### src/rtl/i4002_vfd_scan_if.sv
// Signal bundle between the VFD scan controller, the i4002 RAM second read port
// and the display driver. The controller is the master.
interface i4002_vfd_scan_if #(
  parameter int DIGITS = 16
);
  logic              enable;
  logic [4:0]        ram_addr2;
  logic [3:0]        ram_data2;
  logic [DIGITS-1:0] grid;
  logic [6:0]        seg;
  logic [15:0]       ann;
  logic              frame_done;

  modport master (
    input  enable,
    input  ram_data2,
    output ram_addr2,
    output grid,
    output seg,
    output ann,
    output frame_done
  );

  modport slave (
    output enable,
    output ram_data2,
    input  ram_addr2,
    input  grid,
    input  seg,
    input  ann,
    input  frame_done
  );
endinterface

### src/rtl/i4002_vfd_scan.sv
// Multiplexed VFD scan controller: walks the main characters of one i4002 RAM
// register digit by digit, then latches the four status characters as annunciators.
module i4002_vfd_scan #(
  parameter int DIGITS = 16,
  parameter int DWELL  = 2000,
  parameter int BLANK  = 100
) (
  input  logic             sysclk,
  input  logic             poc_n,
  i4002_vfd_scan_if.master bus
);

  localparam int CMAX = (DWELL > BLANK) ? DWELL : BLANK;
  localparam int CW   = $clog2(CMAX + 1);
  localparam int IW   = (DIGITS > 1) ? $clog2(DIGITS) : 1;

  localparam logic [CW-1:0] DWELL_LD = CW'(DWELL - 1);
  localparam logic [CW-1:0] BLANK_LD = (BLANK > 0) ? CW'(BLANK - 1) : '0;
  localparam logic [IW-1:0] IDX_LAST = IW'(DIGITS - 1);

  typedef enum logic [2:0] {
    S_IDLE,
    S_FETCH,
    S_SHOW,
    S_GAP,
    S_STAT
  } state_t;

  state_t            r_state;
  state_t            w_state_nxt;

  logic [IW-1:0]     r_idx;
  logic [CW-1:0]     r_cnt;
  logic [1:0]        r_sidx;
  logic [4:0]        r_addr;
  logic [DIGITS-1:0] r_grid;
  logic [6:0]        r_seg;
  logic [15:0]       r_ann;
  logic              r_fd;

  logic [IW-1:0]     w_idx_nxt;
  logic [CW-1:0]     w_cnt_nxt;
  logic [1:0]        w_sidx_nxt;
  logic [4:0]        w_addr_nxt;
  logic [DIGITS-1:0] w_grid_nxt;
  logic [6:0]        w_seg_nxt;
  logic [15:0]       w_ann_nxt;
  logic              w_fd_nxt;

  logic              w_cnt_zero;
  logic              w_last_digit;
  logic              w_step;

  function automatic logic [6:0] hex7(input logic [3:0] v);
    logic [6:0] s;
    case (v)
      4'h0:    s = 7'h3F;
      4'h1:    s = 7'h06;
      4'h2:    s = 7'h5B;
      4'h3:    s = 7'h4F;
      4'h4:    s = 7'h66;
      4'h5:    s = 7'h6D;
      4'h6:    s = 7'h7D;
      4'h7:    s = 7'h07;
      4'h8:    s = 7'h7F;
      4'h9:    s = 7'h6F;
      4'hA:    s = 7'h77;
      4'hB:    s = 7'h7C;
      4'hC:    s = 7'h39;
      4'hD:    s = 7'h5E;
      4'hE:    s = 7'h79;
      default: s = 7'h71;
    endcase
    return s;
  endfunction

  assign w_cnt_zero   = (r_cnt == '0);
  assign w_last_digit = (r_idx == IDX_LAST);
  // A digit slot ends at the bottom of GAP, or straight out of SHOW when there is no gap.
  assign w_step       = w_cnt_zero &&
                        ((r_state == S_GAP) || ((r_state == S_SHOW) && (BLANK == 0)));

  always_ff @(posedge sysclk or negedge poc_n) begin
    if (!poc_n) begin
      r_state <= S_IDLE;
    end else begin
      r_state <= w_state_nxt;
    end
  end

  always_comb begin
    w_state_nxt = r_state;
    if (!bus.enable) begin
      w_state_nxt = S_IDLE;
    end else begin
      case (r_state)
        S_IDLE:  w_state_nxt = S_FETCH;
        S_FETCH: w_state_nxt = S_SHOW;
        S_SHOW: begin
          if (w_cnt_zero) begin
            if (BLANK > 0)         w_state_nxt = S_GAP;
            else if (w_last_digit) w_state_nxt = S_STAT;
            else                   w_state_nxt = S_FETCH;
          end
        end
        S_GAP: begin
          if (w_cnt_zero) w_state_nxt = w_last_digit ? S_STAT : S_FETCH;
        end
        S_STAT: begin
          if (r_sidx == 2'd3) w_state_nxt = S_FETCH;
        end
        default: w_state_nxt = S_IDLE;
      endcase
    end
  end

  always_comb begin
    w_idx_nxt  = r_idx;
    w_cnt_nxt  = r_cnt;
    w_sidx_nxt = r_sidx;
    w_addr_nxt = r_addr;
    w_grid_nxt = r_grid;
    w_seg_nxt  = r_seg;
    w_ann_nxt  = r_ann;
    w_fd_nxt   = 1'b0;

    if (!bus.enable) begin
      w_idx_nxt  = '0;
      w_cnt_nxt  = '0;
      w_sidx_nxt = '0;
      w_addr_nxt = '0;
      w_grid_nxt = '0;
      w_seg_nxt  = '0;
    end else begin
      case (r_state)
        S_IDLE: begin
          w_idx_nxt  = '0;
          w_addr_nxt = '0;
        end
        S_FETCH: begin
          w_seg_nxt         = hex7(bus.ram_data2);
          w_grid_nxt        = '0;
          w_grid_nxt[r_idx] = 1'b1;
          w_cnt_nxt         = DWELL_LD;
        end
        S_SHOW: begin
          if (!w_cnt_zero) begin
            w_cnt_nxt = r_cnt - CW'(1);
          end else begin
            w_grid_nxt = '0;
            if (BLANK > 0) w_cnt_nxt = BLANK_LD;
          end
        end
        S_GAP: begin
          if (!w_cnt_zero) w_cnt_nxt = r_cnt - CW'(1);
        end
        S_STAT: begin
          // The address was already pointed at this status character one edge earlier.
          w_ann_nxt[{r_sidx, 2'b00} +: 4] = bus.ram_data2;
          w_sidx_nxt = r_sidx + 2'd1;
          if (r_sidx == 2'd3) begin
            w_addr_nxt = '0;
            w_idx_nxt  = '0;
            w_fd_nxt   = 1'b1;
          end else begin
            w_addr_nxt = 5'd17 + 5'(r_sidx);
          end
        end
        default: begin
          w_grid_nxt = '0;
        end
      endcase

      if (w_step) begin
        if (!w_last_digit) begin
          w_idx_nxt  = r_idx + IW'(1);
          w_addr_nxt = 5'(r_idx) + 5'd1;
        end else begin
          w_addr_nxt = 5'd16;
          w_sidx_nxt = '0;
        end
      end
    end
  end

  always_ff @(posedge sysclk or negedge poc_n) begin
    if (!poc_n) begin
      r_idx  <= '0;
      r_cnt  <= '0;
      r_sidx <= '0;
      r_addr <= '0;
      r_grid <= '0;
      r_seg  <= '0;
      r_ann  <= '0;
      r_fd   <= 1'b0;
    end else begin
      r_idx  <= w_idx_nxt;
      r_cnt  <= w_cnt_nxt;
      r_sidx <= w_sidx_nxt;
      r_addr <= w_addr_nxt;
      r_grid <= w_grid_nxt;
      r_seg  <= w_seg_nxt;
      r_ann  <= w_ann_nxt;
      r_fd   <= w_fd_nxt;
    end
  end

  assign bus.ram_addr2  = r_addr;
  assign bus.grid       = r_grid;
  assign bus.seg        = r_seg;
  assign bus.ann        = r_ann;
  assign bus.frame_done = r_fd;

endmodule

### src/flat_wrapper.sv
// flat-port wrapper written by rule: the top's interface ports become plain ports
module i4002_vfd_scan_flat 
#(
  parameter int DIGITS = 16,
  parameter int DWELL  = 2000,
  parameter int BLANK  = 100
)
  (sysclk, poc_n, bus_enable, bus_ram_data2, bus_ram_addr2, bus_grid, bus_seg, bus_ann, bus_frame_done);
  i4002_vfd_scan_if #(.DIGITS(DIGITS)) bus_i ();
  input  logic sysclk;
  input  logic poc_n;
  input wire logic [$bits(bus_i.enable)-1:0] bus_enable;
  input wire logic [$bits(bus_i.ram_data2)-1:0] bus_ram_data2;
  output wire logic [$bits(bus_i.ram_addr2)-1:0] bus_ram_addr2;
  output wire logic [$bits(bus_i.grid)-1:0] bus_grid;
  output wire logic [$bits(bus_i.seg)-1:0] bus_seg;
  output wire logic [$bits(bus_i.ann)-1:0] bus_ann;
  output wire logic [$bits(bus_i.frame_done)-1:0] bus_frame_done;
  assign bus_i.enable = bus_enable;
  assign bus_i.ram_data2 = bus_ram_data2;
  assign bus_ram_addr2 = bus_i.ram_addr2;
  assign bus_grid = bus_i.grid;
  assign bus_seg = bus_i.seg;
  assign bus_ann = bus_i.ann;
  assign bus_frame_done = bus_i.frame_done;
  i4002_vfd_scan #(.DIGITS(DIGITS), .DWELL(DWELL), .BLANK(BLANK)) u_core (.sysclk(sysclk), .poc_n(poc_n), .bus(bus_i));
endmodule
### config.mk
export PLATFORM = sky130hd
export DESIGN_NAME = i4002_vfd_scan_flat
export DESIGN_NICKNAME = d
export VERILOG_FILES = /design/src/rtl/i4002_vfd_scan_if.sv /design/src/rtl/i4002_vfd_scan.sv /design/src/flat_wrapper.sv
export SDC_FILE = /design/constraint.sdc
export NUM_CORES = 1
export LEC_CHECK = 0
export CORE_ASPECT_RATIO = 1.4
export CORE_MARGIN = 10
export CORE_UTILIZATION = 37
export DETAILED_ROUTE_END_ITERATION = 6
export PLACE_DENSITY_LB_ADDON = 0.12
export SETUP_SLACK_MARGIN = 0.1
export SYNTH_ARGS = -nofsm -noshare
export SYNTH_HDL_FRONTEND = slang
export SYNTH_SLANG_ARGS = --single-unit
### constraint.sdc
create_clock -name sysclk -period 2.9 [get_ports sysclk]
set_clock_uncertainty 0.15 [all_clocks]
set_input_delay 0.29 -clock sysclk [delete_from_list [all_inputs] [get_ports sysclk]]
set_output_delay 0.29 -clock sysclk [all_outputs]
set_load 0.05 [all_outputs]
==> out/summary.log <==
qor: status.run_status complete, no violations
qor: drt.dr_total_vias 2,985
qor: critical_path.worst_setup_path_end_kind flip-flop
qor: synth.synth_seq_cells 65
qor: drt.drc 0
qor: synth.synth_cell_type_count 54
qor: synth.synth-seq-area-share 46.5%
qor: placed_design.place_congestion 0.839
qor: drt.detailedRoute.firstPassIterationCount 4
qor: synth.synthTopCellsByArea sky130_fd_sc_hd__dfrtp_1 46%, sky130_fd_sc_hd__ha_1 6.4%, sky130_fd_sc_hd__a22o_1 5.8%, sky130_fd_sc_hd__nand2_1 4.9%, sky130_fd_sc_hd__o21ai_0 4.7%
qor: timing.slew_violations 0
qor: placed_design.placed_cell_area 4150 sq um
qor: placed_design.placed_wire_length_estimate 6.74 mm
qor: global_routing.grt_util_met1 16.2%
qor: timing.final_period_minus_worst_setup_slack 2.45 ns
qor: clock_tree.cts_htree_levels 3
qor: power.leakage 1.94 nW
qor: synth.netlist.area_leader.share 46.5%
qor: synth.ys.warnings.count 0
qor: timing.worst_rel_slew_slack 61.7%
qor: die.num_rows 41
qor: timing.post_layout_worst_setup_margin 0.448 ns
qor: drt.drt_first_iter_violations 153
qor: cells_and_area.most_used_cells_in_the_layout_excluding_fill_and_tap_cells 65 x sky130_fd_sc_hd__dfrtp_1, 50 x sky130_fd_sc_hd__clkdlybuf4s50_1, 46 x sky130_fd_sc_hd__nand2_1
qor: critical_path.worstSetupStartpoint u_core.r_cnt[0]$_DFFE_PN0P_
qor: clock_tree.clock_root_buffer sky130_fd_sc_hd__clkbuf_16
qor: die.io_pins 52
qor: global_routing.grt_max_degree 41
qor: die.die_h 135 microns
qor: global_routing.grt_pass1_wl 15.7 mm
qor: global_routing.grt_antenna_before_repair 0
qor: synth.synth_edf_count 0
qor: timing.maxClockFrequency 408 MHz
qor: clock_tree.clkLatencyLatePin 0.33 ns
qor: critical_path.worst_setup_path_start_kind flip-flop
qor: global_routing.via_count_of_the_first_global_routing_pass 3,096
qor: global_routing.globalRouteTotalUtil 14.3%
qor: clock_tree.clock_tree_from_tritoncts yes
qor: synth.syn_inst 366
qor: global_routing.grt_most_used_layer met2
qor: die.die-area 13,800 sq um
qor: power.design_power_total 2.84 mW
qor: clock_tree.cts-buffers-inserted 9
qor: timing.setup_violations 0
qor: job.max_cap_viol_count 0
qor: critical_path.ws_path_type reg2reg
qor: global_routing.gr-usage-met3 4.70%
qor: clock_tree.cts.sinks 65
qor: cells_and_area.finish.utilization 49.0%
qor: clock_tree.clock_pin_slew_of_the_registers_on_the_worst_case_setup_and_hold_paths 0.05 ns
qor: placed_design.placement.io_buffers 51
qor: die.die_width 102 microns
qor: placed_design.dp_slack 0.477 ns
qor: critical_path.data_required_time_at_the_worst_endpoint 2.97 ns
qor: cells_and_area.final_nets 446
qor: clock_tree.ctsLongestPathBuffers 2
qor: power.powerDensity 634 nW/um^2
qor: worst_hold_path.worstHoldStart u_core.bus.ann[10]$_DFFE_PN0P_
qor: timing.worst_slew_pin_slew 0.569 ns
qor: die.floorplan.initialDensity 38.3%
qor: cells_and_area.diodes 0
qor: drt.final_routed_wire_length_divided_by_cell_count 17.4 microns
qor: cells_and_area.postLayoutCellArea 4480 sq um
qor: timing.rsz0062_at_grt no
qor: critical_path.cp_max_fo 10
qor: clock_tree.cts_setup_buffers 0
qor: timing.fin_setup_tns 0 ns
qor: cells_and_area.area.growth.synth_to_final 27.9%
qor: global_routing.overflow 0
qor: synth.synth_top_area_cell sky130_fd_sc_hd__dfrtp_1
qor: timing.final.period_utilization 84.6%
qor: synth.synth_flop_cell sky130_fd_sc_hd__dfrtp_1
qor: drt.wl 9.25 mm
qor: critical_path.worstReg2RegStart u_core.r_cnt[0]$_DFFE_PN0P_
qor: cells_and_area.drive_above_1_share 9.15%
qor: synth.synth.avg_cell_area 9.57 sq um
qor: power.worst_ir_drop_vdd 519 uV
qor: synth.synth.net_count 391
qor: drt.drt.antenna.violating_nets 0
qor: die.core_region_area 9130 sq um
qor: worst_hold_path.hp-class reg2reg
qor: critical_path.worst-endpoint-arrival 2.53 ns
qor: cells_and_area.final_common_cell sky130_fd_sc_hd__dfrtp_1
qor: synth.total_standard_cell_area_after_synthesis 3500 sq um
qor: drt.detail_route.vias_per_cell 5.60
qor: global_routing.gr-usage-met2 24.0%
qor: synth.synth_async_sr_flop_share 100%
qor: timing.report.final.hold_viol_count 0
==> through the flow <==
stage / hold slack, ns / std cells
3_5_place_dp: 0.169 / 516
4_1_cts: 0.335 / 533
6_report: 0.327 / 533
2_1_floorplan: -0.156 / 366
5_1_grt: 0.366 / 533
3_3_place_gp: 0.164 / 516
==> critical path, stage by stage, from the launching register on <==
cell and delay [ns]:
sky130_fd_sc_hd__dfrtp_1 0.42, sky130_fd_sc_hd__inv_1 0.12, sky130_fd_sc_hd__ha_1 0.19, sky130_fd_sc_hd__or4b_1 0.54
sky130_fd_sc_hd__or4_4 0.53, sky130_fd_sc_hd__and3_4 0.20, sky130_fd_sc_hd__o21a_1 0.17
==> worst paths after layout <==
kind                                                       end  slack (ns)  cells after the start
setup / recovery           u_core.bus.ram_addr2[3]$_DFFE_PN0P_        0.45                      6
hold / removal                  u_core.bus.ann[10]$_DFFE_PN0P_        0.33                      2
setup reg to reg           u_core.bus.ram_addr2[3]$_DFFE_PN0P_        0.45                      6
hold reg to reg                 u_core.bus.ann[10]$_DFFE_PN0P_        0.33                      2
min in group asynchronous       u_core.bus.grid[7]$_DFFE_PN0P_        0.34                      3
max in group asynchronous        u_core.bus.ann[0]$_DFFE_PN0P_        1.83                      3
==> metal layers <==
layer / part of all wire [%] / vias up
met1: 41 / 1461
li1: - / 1445
met2: 51 / 68
met3: 6.1 / 11
met4: 1.6 / 0
met5: 0 / -
==> flip-flops by register name, summed over array words and instances (netlist names) <==
signal	cells
u_core.bus.ann	16
u_core.bus.frame_done	1
u_core.bus.grid	16
u_core.bus.ram_addr2	5
u_core.bus.seg	7
u_core.r_cnt	11
u_core.r_idx	4
u_core.r_sidx	2
u_core.r_state	3
==> area by class of cell <==
class                      count  area [sq um]
clock buffer                  11           243
multi-input combinational    259          1710
clock inverter                 5          78.8
sequential                    65          1630
timing repair buffer          64           606
tap                          107           134
fill                         850          4650
inverter                      22          82.6
==> power breakdown <==
part | internal, mW | switching (mW)
sequential | 0.972 | 0.0841
combinational | 0.224 | 0.383
clock | 0.774 | 0.401
total | 1.97 | 0.868
==> logic make-up after synthesis <==
group	share of synthesized area [%]
adder cells (fa/ha/maj)	6.43
buffers and inverters	4.79
AND/OR/NAND/NOR	19.2
flip-flops	46.5
multiplexers	1.22
AO/OA/AOI/OAI	21.7
XOR/XNOR	0.250
==> timing repair <==
action                     in CTS  in global routing
hold endpoints to repair       65                  0
setup endpoints to repair       0                  0
resized for setup               0                  0
hold buffers                    1                  0
==> synthesized netlist by cell type (4+ instances only) <==
| master | count |
|---|---|
| sky130_fd_sc_hd__clkbuf_1 | 16 |
| sky130_fd_sc_hd__ha_1 | 18 |
| sky130_fd_sc_hd__inv_1 | 21 |
| sky130_fd_sc_hd__a22o_1 | 23 |
| sky130_fd_sc_hd__nor3b_1 | 4 |
| sky130_fd_sc_hd__a21oi_1 | 15 |
| sky130_fd_sc_hd__dfrtp_1 | 65 |
| sky130_fd_sc_hd__nand2_1 | 46 |
| sky130_fd_sc_hd__nor3_1 | 7 |
| sky130_fd_sc_hd__a31oi_1 | 6 |
| sky130_fd_sc_hd__o211ai_1 | 5 |
| sky130_fd_sc_hd__and3_1 | 4 |
| sky130_fd_sc_hd__a32oi_1 | 5 |
| sky130_fd_sc_hd__nor2_1 | 13 |
| sky130_fd_sc_hd__o22ai_1 | 6 |
| sky130_fd_sc_hd__nand2b_1 | 4 |
| sky130_fd_sc_hd__o21ai_0 | 33 |
| sky130_fd_sc_hd__nand3_1 | 18 |
(Power assumes the default switching activity.)
